### config.mk
export PLATFORM = sky130hd
export DESIGN_NAME = hazard_ctrl
export DESIGN_NICKNAME = d
export VERILOG_FILES = /design/src/rtl/hazard_ctrl.sv
export SDC_FILE = /design/constraint.sdc
export NUM_CORES = 1
export LEC_CHECK = 0
export BUFFER_PORTS_ARGS = -buffer_cell sky130_fd_sc_hd__buf_2
export CORE_ASPECT_RATIO = 1.4
export CORE_MARGIN = 3
export CORE_UTILIZATION = 51
export DETAILED_ROUTE_END_ITERATION = 7
export GPL_TIMING_DRIVEN = 0
export PLACE_DENSITY_LB_ADDON = 0.12
export REMOVE_ABC_BUFFERS = 1
export SETUP_SLACK_MARGIN = 0.02
export SLEW_MARGIN = 20
export SYNTH_ARGS = -nofsm -noshare
export SYNTH_HDL_FRONTEND = slang
export SYNTH_SLANG_ARGS = --single-unit
### constraint.sdc
create_clock -name i_clk -period 3.05 [get_ports i_clk]
set_input_delay 0.61 -clock i_clk [delete_from_list [all_inputs] [get_ports i_clk]]
set_output_delay 0.61 -clock i_clk [all_outputs]
set_load 0.005 [all_outputs]
### src/rtl/hazard_ctrl.sv
// Pipeline sequencer for the RV32I 5-stage core.
// Drives the PC next-value select and stall, and the stall/flush controls of
// the IF/ID, ID/EX and EX/MEM registers. It also holds a redirect that
// resolves while the LSU is busy, keeps saturating stall/flush counters, and
// raises a sticky flag when the LSU stays busy for too long.
module hazard_ctrl #(
    parameter int unsigned WAIT_TIMEOUT = 1024,
    parameter int unsigned CNT_W        = 16
) (
    input  logic             i_clk,
    input  logic             i_reset,
    input  logic [31:0]      i_pc_curr,
    input  logic [4:0]       i_id_rs1_addr,
    input  logic [4:0]       i_id_rs2_addr,
    input  logic             i_id_rs1_used,
    input  logic             i_id_rs2_used,
    input  logic [4:0]       i_ex_rd_addr,
    input  logic             i_ex_mem_read,
    input  logic             i_ex_redirect,
    input  logic [31:0]      i_ex_target,
    input  logic             i_lsu_busy,
    output logic [31:0]      o_pc_next,
    output logic             o_pc_stall,
    output logic             o_if_id_stall,
    output logic             o_if_id_flush,
    output logic             o_id_ex_stall,
    output logic             o_id_ex_flush,
    output logic             o_ex_mem_stall,
    output logic [CNT_W-1:0] o_stall_cnt,
    output logic [CNT_W-1:0] o_flush_cnt,
    output logic             o_timeout
);

    localparam int unsigned         WCNT_W   = $clog2(WAIT_TIMEOUT + 1);
    localparam logic [WCNT_W-1:0]   WAIT_MAX = WCNT_W'(WAIT_TIMEOUT);
    localparam logic [CNT_W-1:0]    CNT_MAX  = {CNT_W{1'b1}};

    typedef enum logic {
        RUN,
        MEM_WAIT
    } state_e;

    state_e            state_q, state_d;
    logic              pending_vld_q, pending_vld_d;
    logic [31:0]       pending_tgt_q, pending_tgt_d;
    logic [WCNT_W-1:0] wait_cnt_q, wait_cnt_d;
    logic [CNT_W-1:0]  stall_cnt_q, stall_cnt_d;
    logic [CNT_W-1:0]  flush_cnt_q, flush_cnt_d;
    logic              timeout_q, timeout_d;

    logic              load_use;
    logic              redirect_applied;

    // Load-use hazard: the load in EX writes a register the ID instruction reads.
    always_comb begin
        load_use = i_ex_mem_read && (i_ex_rd_addr != 5'd0) &&
                   ((i_id_rs1_used && (i_id_rs1_addr == i_ex_rd_addr)) ||
                    (i_id_rs2_used && (i_id_rs2_addr == i_ex_rd_addr)));
    end

    // Prioritised control: LSU freeze, held redirect, direct redirect, load-use.
    always_comb begin
        // NOTE: every output and next-state gets a default first so no path
        // leaves a variable unassigned, which would infer a latch.
        o_pc_next        = i_pc_curr + 32'd4;
        o_pc_stall       = 1'b0;
        o_if_id_stall    = 1'b0;
        o_if_id_flush    = 1'b0;
        o_id_ex_stall    = 1'b0;
        o_id_ex_flush    = 1'b0;
        o_ex_mem_stall   = 1'b0;
        redirect_applied = 1'b0;
        pending_vld_d    = pending_vld_q;
        pending_tgt_d    = pending_tgt_q;

        if (i_lsu_busy) begin
            o_pc_stall     = 1'b1;
            o_if_id_stall  = 1'b1;
            o_id_ex_stall  = 1'b1;
            o_ex_mem_stall = 1'b1;
            // Only the oldest redirect seen during the wait is kept.
            if (i_ex_redirect && !pending_vld_q) begin
                pending_vld_d = 1'b1;
                pending_tgt_d = i_ex_target;
            end
        end else if (pending_vld_q) begin
            // Any redirect in EX now belongs to a younger instruction being flushed.
            o_pc_next        = pending_tgt_q;
            o_if_id_flush    = 1'b1;
            o_id_ex_flush    = 1'b1;
            redirect_applied = 1'b1;
            pending_vld_d    = 1'b0;
        end else if (i_ex_redirect) begin
            o_pc_next        = i_ex_target;
            o_if_id_flush    = 1'b1;
            o_id_ex_flush    = 1'b1;
            redirect_applied = 1'b1;
        end else if (load_use) begin
            o_pc_stall    = 1'b1;
            o_if_id_stall = 1'b1;
            o_id_ex_flush = 1'b1;
        end
    end

    // Wait tracking FSM plus the LSU wait counter and sticky timeout.
    always_comb begin
        state_d    = state_q;
        wait_cnt_d = wait_cnt_q;
        case (state_q)
            RUN: begin
                // The cycle the LSU first reports busy is the first wait cycle.
                if (i_lsu_busy) begin
                    state_d    = MEM_WAIT;
                    wait_cnt_d = WCNT_W'(1);
                end else begin
                    wait_cnt_d = '0;
                end
            end
            MEM_WAIT: begin
                if (!i_lsu_busy) begin
                    state_d    = RUN;
                    wait_cnt_d = '0;
                end else if (wait_cnt_q != WAIT_MAX) begin
                    wait_cnt_d = wait_cnt_q + WCNT_W'(1);
                end
            end
            default: begin
                state_d    = RUN;
                wait_cnt_d = '0;
            end
        endcase
        timeout_d = timeout_q || (wait_cnt_d == WAIT_MAX);
    end

    // Saturating performance counters.
    always_comb begin
        stall_cnt_d = stall_cnt_q;
        flush_cnt_d = flush_cnt_q;
        if (o_pc_stall && (stall_cnt_q != CNT_MAX)) begin
            stall_cnt_d = stall_cnt_q + CNT_W'(1);
        end
        if (redirect_applied && (flush_cnt_q != CNT_MAX)) begin
            flush_cnt_d = flush_cnt_q + CNT_W'(1);
        end
    end

    // State registers; reset drops any held redirect and returns to RUN.
    always_ff @(posedge i_clk or posedge i_reset) begin
        if (i_reset) begin
            state_q       <= RUN;
            pending_vld_q <= 1'b0;
            pending_tgt_q <= '0;
            wait_cnt_q    <= '0;
            stall_cnt_q   <= '0;
            flush_cnt_q   <= '0;
            timeout_q     <= 1'b0;
        end else begin
            // NOTE: sequential state uses non-blocking assignments so every
            // register samples the pre-edge values of the others.
            state_q       <= state_d;
            pending_vld_q <= pending_vld_d;
            pending_tgt_q <= pending_tgt_d;
            wait_cnt_q    <= wait_cnt_d;
            stall_cnt_q   <= stall_cnt_d;
            flush_cnt_q   <= flush_cnt_d;
            timeout_q     <= timeout_d;
        end
    end

    assign o_stall_cnt = stall_cnt_q;
    assign o_flush_cnt = flush_cnt_q;
    assign o_timeout   = timeout_q;

endmodule

## Word level (Yosys, flattened, before mapping)

Cells that the tools add are included.

| operators by class | value |
|---|---|
| add/sub/neg operators | 4 |
| eq/ne operators | 7 |
| mux-type cells | 20 |
| bitwise operators | 1 |
| reduce and logical (&&, ||, !) cells | 12 |

Operator list:

| operator | count |
|---|---|
| $mux 32 | 3 |
| $add 16x1->16 const B | 2 |
| $add 32x3->32 const B | 1 |
| $ne 16x16->1 const B | 2 |
| $mux 11 | 2 |
| $pmux 11 s2 | 1 |
| $mux 1 | 14 |
| $add 11x1->11 const B | 1 |
| $eq 11x11->1 const B | 1 |
| $ne 11x11->1 const B | 1 |
| $eq 5x5->1 | 2 |
| $logic_and 1x1->1 | 7 |
| $reduce_bool 5->1 | 1 |
| $logic_or 1x1->1 | 2 |
| $ne 2x1->1 const B | 1 |
| $reduce_and 2->1 | 1 |
| $logic_not 1->1 | 1 |
| $not 1->1 | 1 |

| storage, ports and cells | value |
|---|---|
| bits in registers | 78 |
| input bits | 86 |
| logic and storage cells | 51 |

## Logic depth before layout (Yosys ltp)

| depth | value |
|---|---|
| depth after elaboration | 9 |
| gate-level depth with buffers | 8 |
| gate-level depth less buffers | 8 |

## Worst setup path after synthesis

No wires, ideal clock.

| path | value |
|---|---|
| path kind | input -> output |
| start point | input i_pc_curr[6] |
| end point | output o_pc_next[31] |
| data arrival time | 1.889 ns |
| setup slack | 0.551 ns |
| stages | 7 |
| path through | and4_4 -> nand3_2 -> nor4_4 -> and3_1 -> nand4_1 -> xor2_1 -> o22ai_1 |

| on the way | value |
|---|---|
| cells in the longest elaborated chain, start to end | 4 |

Ends and longest elaborated chain:

| element | RTL line | source |
|---|---|---|
| start: declaration | 12 | `input logic [31:0] i_pc_curr,` |
| $add 32x3->32 * | 65 | `o_pc_next = i_pc_curr + 32'd4;` |
| $mux 32 | 93 | `end else if (i_ex_redirect) begin` |
| $mux 32 | 86 | `end else if (pending_vld_q) begin` |
| $mux 32 * | 76 | `if (i_lsu_busy) begin` |
| end: declaration | 22 | `output logic [31:0] o_pc_next,` |

Mark *: on every way between the ends. The rest lies on a longest branch, timed or not.

## Worst setup path after layout

| path | value |
|---|---|
| start point | input i_pc_curr[7] |
| end point | output o_pc_next[31] |

Same word-level chain as after synthesis.

==> reports/qor.csv <==
metric;value;unit
outcome;finished clean;
seqCellArea;0.001956;mm2
cap_violations;0;
ant_nets;0;
via_per_inst;5.726;
ys.flop_type;dfrtp_1;
critPathLaunchType;input port;
r2r-start;pending_vld_q;
cts_tree;done;
clockRootBuffer;clkbuf_16;
std_cell_rows;40;
die_h;119.6;um
arrival;2.34;ns
multi_input_area;0.002630;mm2
fillers;722;
drtIter0Drc;163;
clkTransAtPathRegs;0.06;ns
cts_max_path_buffers;2;
yosysSeqAreaShare;41.49;%
drt-pass1-iter-count;4;
crit_type;in2out;
period_needed;2.953;ns
synth-edff-count;0;
io_pins;157;
ir_drop;0.0005214;V
endpoint_kind;output port;
antenna_found_initial;1;
port_buffers;156;
rsz0062_at_grt;true;
drv_slew;0;
fmax;338.7;MHz
tightest_slew;0.8251;ns
layout.cells.non_filler;770;
min_period_over_period;96.81;%
p_per_area;578.6;mW/mm2
drt_wl_total;12560;um
rr_worst_depth;6;
htree_levels;3;
gp_congestion;0.8854;
drive_above_1_share;34.04;%
rr_endpoint;o_flush_cnt[13];
yosys_warnings;0;
p_leak;2.811;nW
grt_usage;24.11;%
cts.sinks;78;
ys_ff_latch;78;
clkLatencyLatePin;0.33;ns
dieWidth;87.17;um
area_growth;27.15;%
wire_per_inst;16.31;um
cts_buffers;9;
nets;750;
grt_overflow_total;0;
syn_area_per_cell;9.297;um2
slew-limit-headroom;44.80;%
dp_cells;748;
hpwl;9100;um
r2r_slack;0.94;ns
fin_skew;0.003971;ns
finalPower;3.461;mW
cp_max_fo;4;
core;0.008758;mm2
netlist_area;0.004705;mm2
dieArea;0.01043;mm2
grt_pass1_vias;4313;
synthCells;506;
hold_viol_final;0;
initial_utilization;53.71;%
synth-async-reset-ratio;100.0;%
vias;4409;
grt_max_degree;49;
cp.required;2.44;ns
synth_cell_type_count;44;
finalSetupViolations;0;
grt_pass1_wl;20120;um
route.detailed.drc;0;
worstHoldPathType;in2async;
how the worst max path moves through the flow:
stage,start,endpoint,slack [ns],depth (start not counted)
finish,i_pc_curr[7],o_pc_next[31],0.1,9
CTS,pending_vld_q,o_pc_next[10],0.02,6
detailed placement,i_lsu_busy,o_pc_next[29],-0.72,6
floorplan,i_reset,o_flush_cnt[0],0.44,1
global route,i_pc_curr[7],o_pc_next[31],0.01,9
global placement,i_lsu_busy,o_pc_next[29],-0.66,6
cells by family (layout without fill, tap and decap cells):
family          Yosys count  in the layout  share of synthesized area (%)
compound gates           88             88                          11.38
xor+xnor                 76             76                          14.15
fa+ha+maj                 5              5                          1.330
buf+inv                  34            192                          3.245
flops                    78             78                          41.49
mux                      33             33                          7.899
other cells               0              1                              0
simple gates            192            192                          20.51
where the power goes:
group / internal, mW / switching, mW
Clock: 0.820 / 0.412
Sequential: 1.24 / 0.194
Combinational: 0.403 / 0.393
synthesized netlist by cell type, types with 5 or more instances:
library cell,instances,area (um2)
nand3_1,26,130.1
xnor2_1,33,289.0
inv_1,13,48.80
and3_1,26,162.7
or3_1,5,31.28
clkbuf_1,9,33.78
xor2_1,43,376.6
nor3_1,9,45.04
o22ai_1,20,125.1
nand4_1,15,93.84
a22oi_1,5,37.54
nand2_1,48,180.2
ha_1,5,62.56
buf_1,5,18.77
o21ai_0,18,90.09
a21oi_1,27,135.1
dfrtp_1,78,1952
a21o_1,6,45.04
mux2_2,33,371.6
nor2_1,45,168.9
timing repair:
item / CTS / global route
pin swaps: 0 / 5
hold buffers: 0 / 0
resized for setup: 6 / 9
setup buffers: 0 / 4
endpoints found under the setup margin: 35 / 17
cloned: 0 / 1
metal layers:
layer | GRT usage (%) | up-vias | routed length, um
met5 | 0 | - | 0
met4 | 9.597 | 0 | 290
met3 | 6.113 | 23 | 942
met2 | 39.78 | 149 | 6348
met1 | 29.81 | 2135 | 4976
li1 | - | 2102 | -
layout make-up:
type                       instances  share of cell area (%)
sequential                        78                   32.69
multi-input combinational        394                   43.97
antenna                            1                 0.04183
timing repair buffer             161                   14.10
timing repair inverter             1                  0.1255
clock inverter                     6                   1.820
tap                              105                   2.196
clock buffer                      10                   3.995
inverter                          14                   1.067
cell usage in the layout, fill, tap and decap left out, drive strengths merged, types with 2 or more instances in the layout:
master,Yosys,routed
buf,11,161
xor2,43,43
or3,5,5
or4,2,2
xnor2,33,33
nand2,48,48
clkbuf,9,10
o21a,2,2
bufinv,0,3
nor4,5,5
o21ai,19,19
ha,5,5
o32ai,3,3
nand3,27,27
nand2b,2,2
a21oi,27,27
a211oi,2,2
a22oi,5,5
and3,26,26
nor3,11,11
inv,13,12
clkinvlp,0,2
clkinv,1,4
and4,2,2
nor2,45,45
mux2,33,33
a21o,6,6
o22ai,20,20
nand4,15,15
dfrtp,78,78
flip-flops by register name, summed over array words and instances (netlist names):
register	count
pending_tgt_q	32
pending_vld_q	1
wait_cnt_q	11
o_timeout	1
o_stall_cnt	16
state_q	1
o_flush_cnt	16
critical path, cell delays in order:
cell and delay (ns):
buf_2 0.12, and4_4 0.27, nand3_4 0.11, nor4_4 0.40, and3_4 0.28, nand4_1 0.12, xor2_1 0.17, o22ai_1 0.11
buf_2 0.14
stage by stage:
stage / hold slack [ns] / cell area, um2 / util, % / worst slack [ns] / TNS [ns]
3_3_place_gp: 0.4362 / 5517 / 62.99 / -0.6564 / -59.81
6_report: 0.2835 / 5982 / 68.30 / 0.09740 / 0
3_5_place_dp: 0.4488 / 5549 / 63.36 / -0.7158 / -17.65
2_1_floorplan: 0.4510 / 4604 / - / 0.4450 / 0
5_1_grt: 0.3072 / 5982 / 68.30 / 0.01297 / 0
4_1_cts: 0.2895 / 5912 / 67.50 / 0.02379 / 0
(Power assumes the default switching activity.)
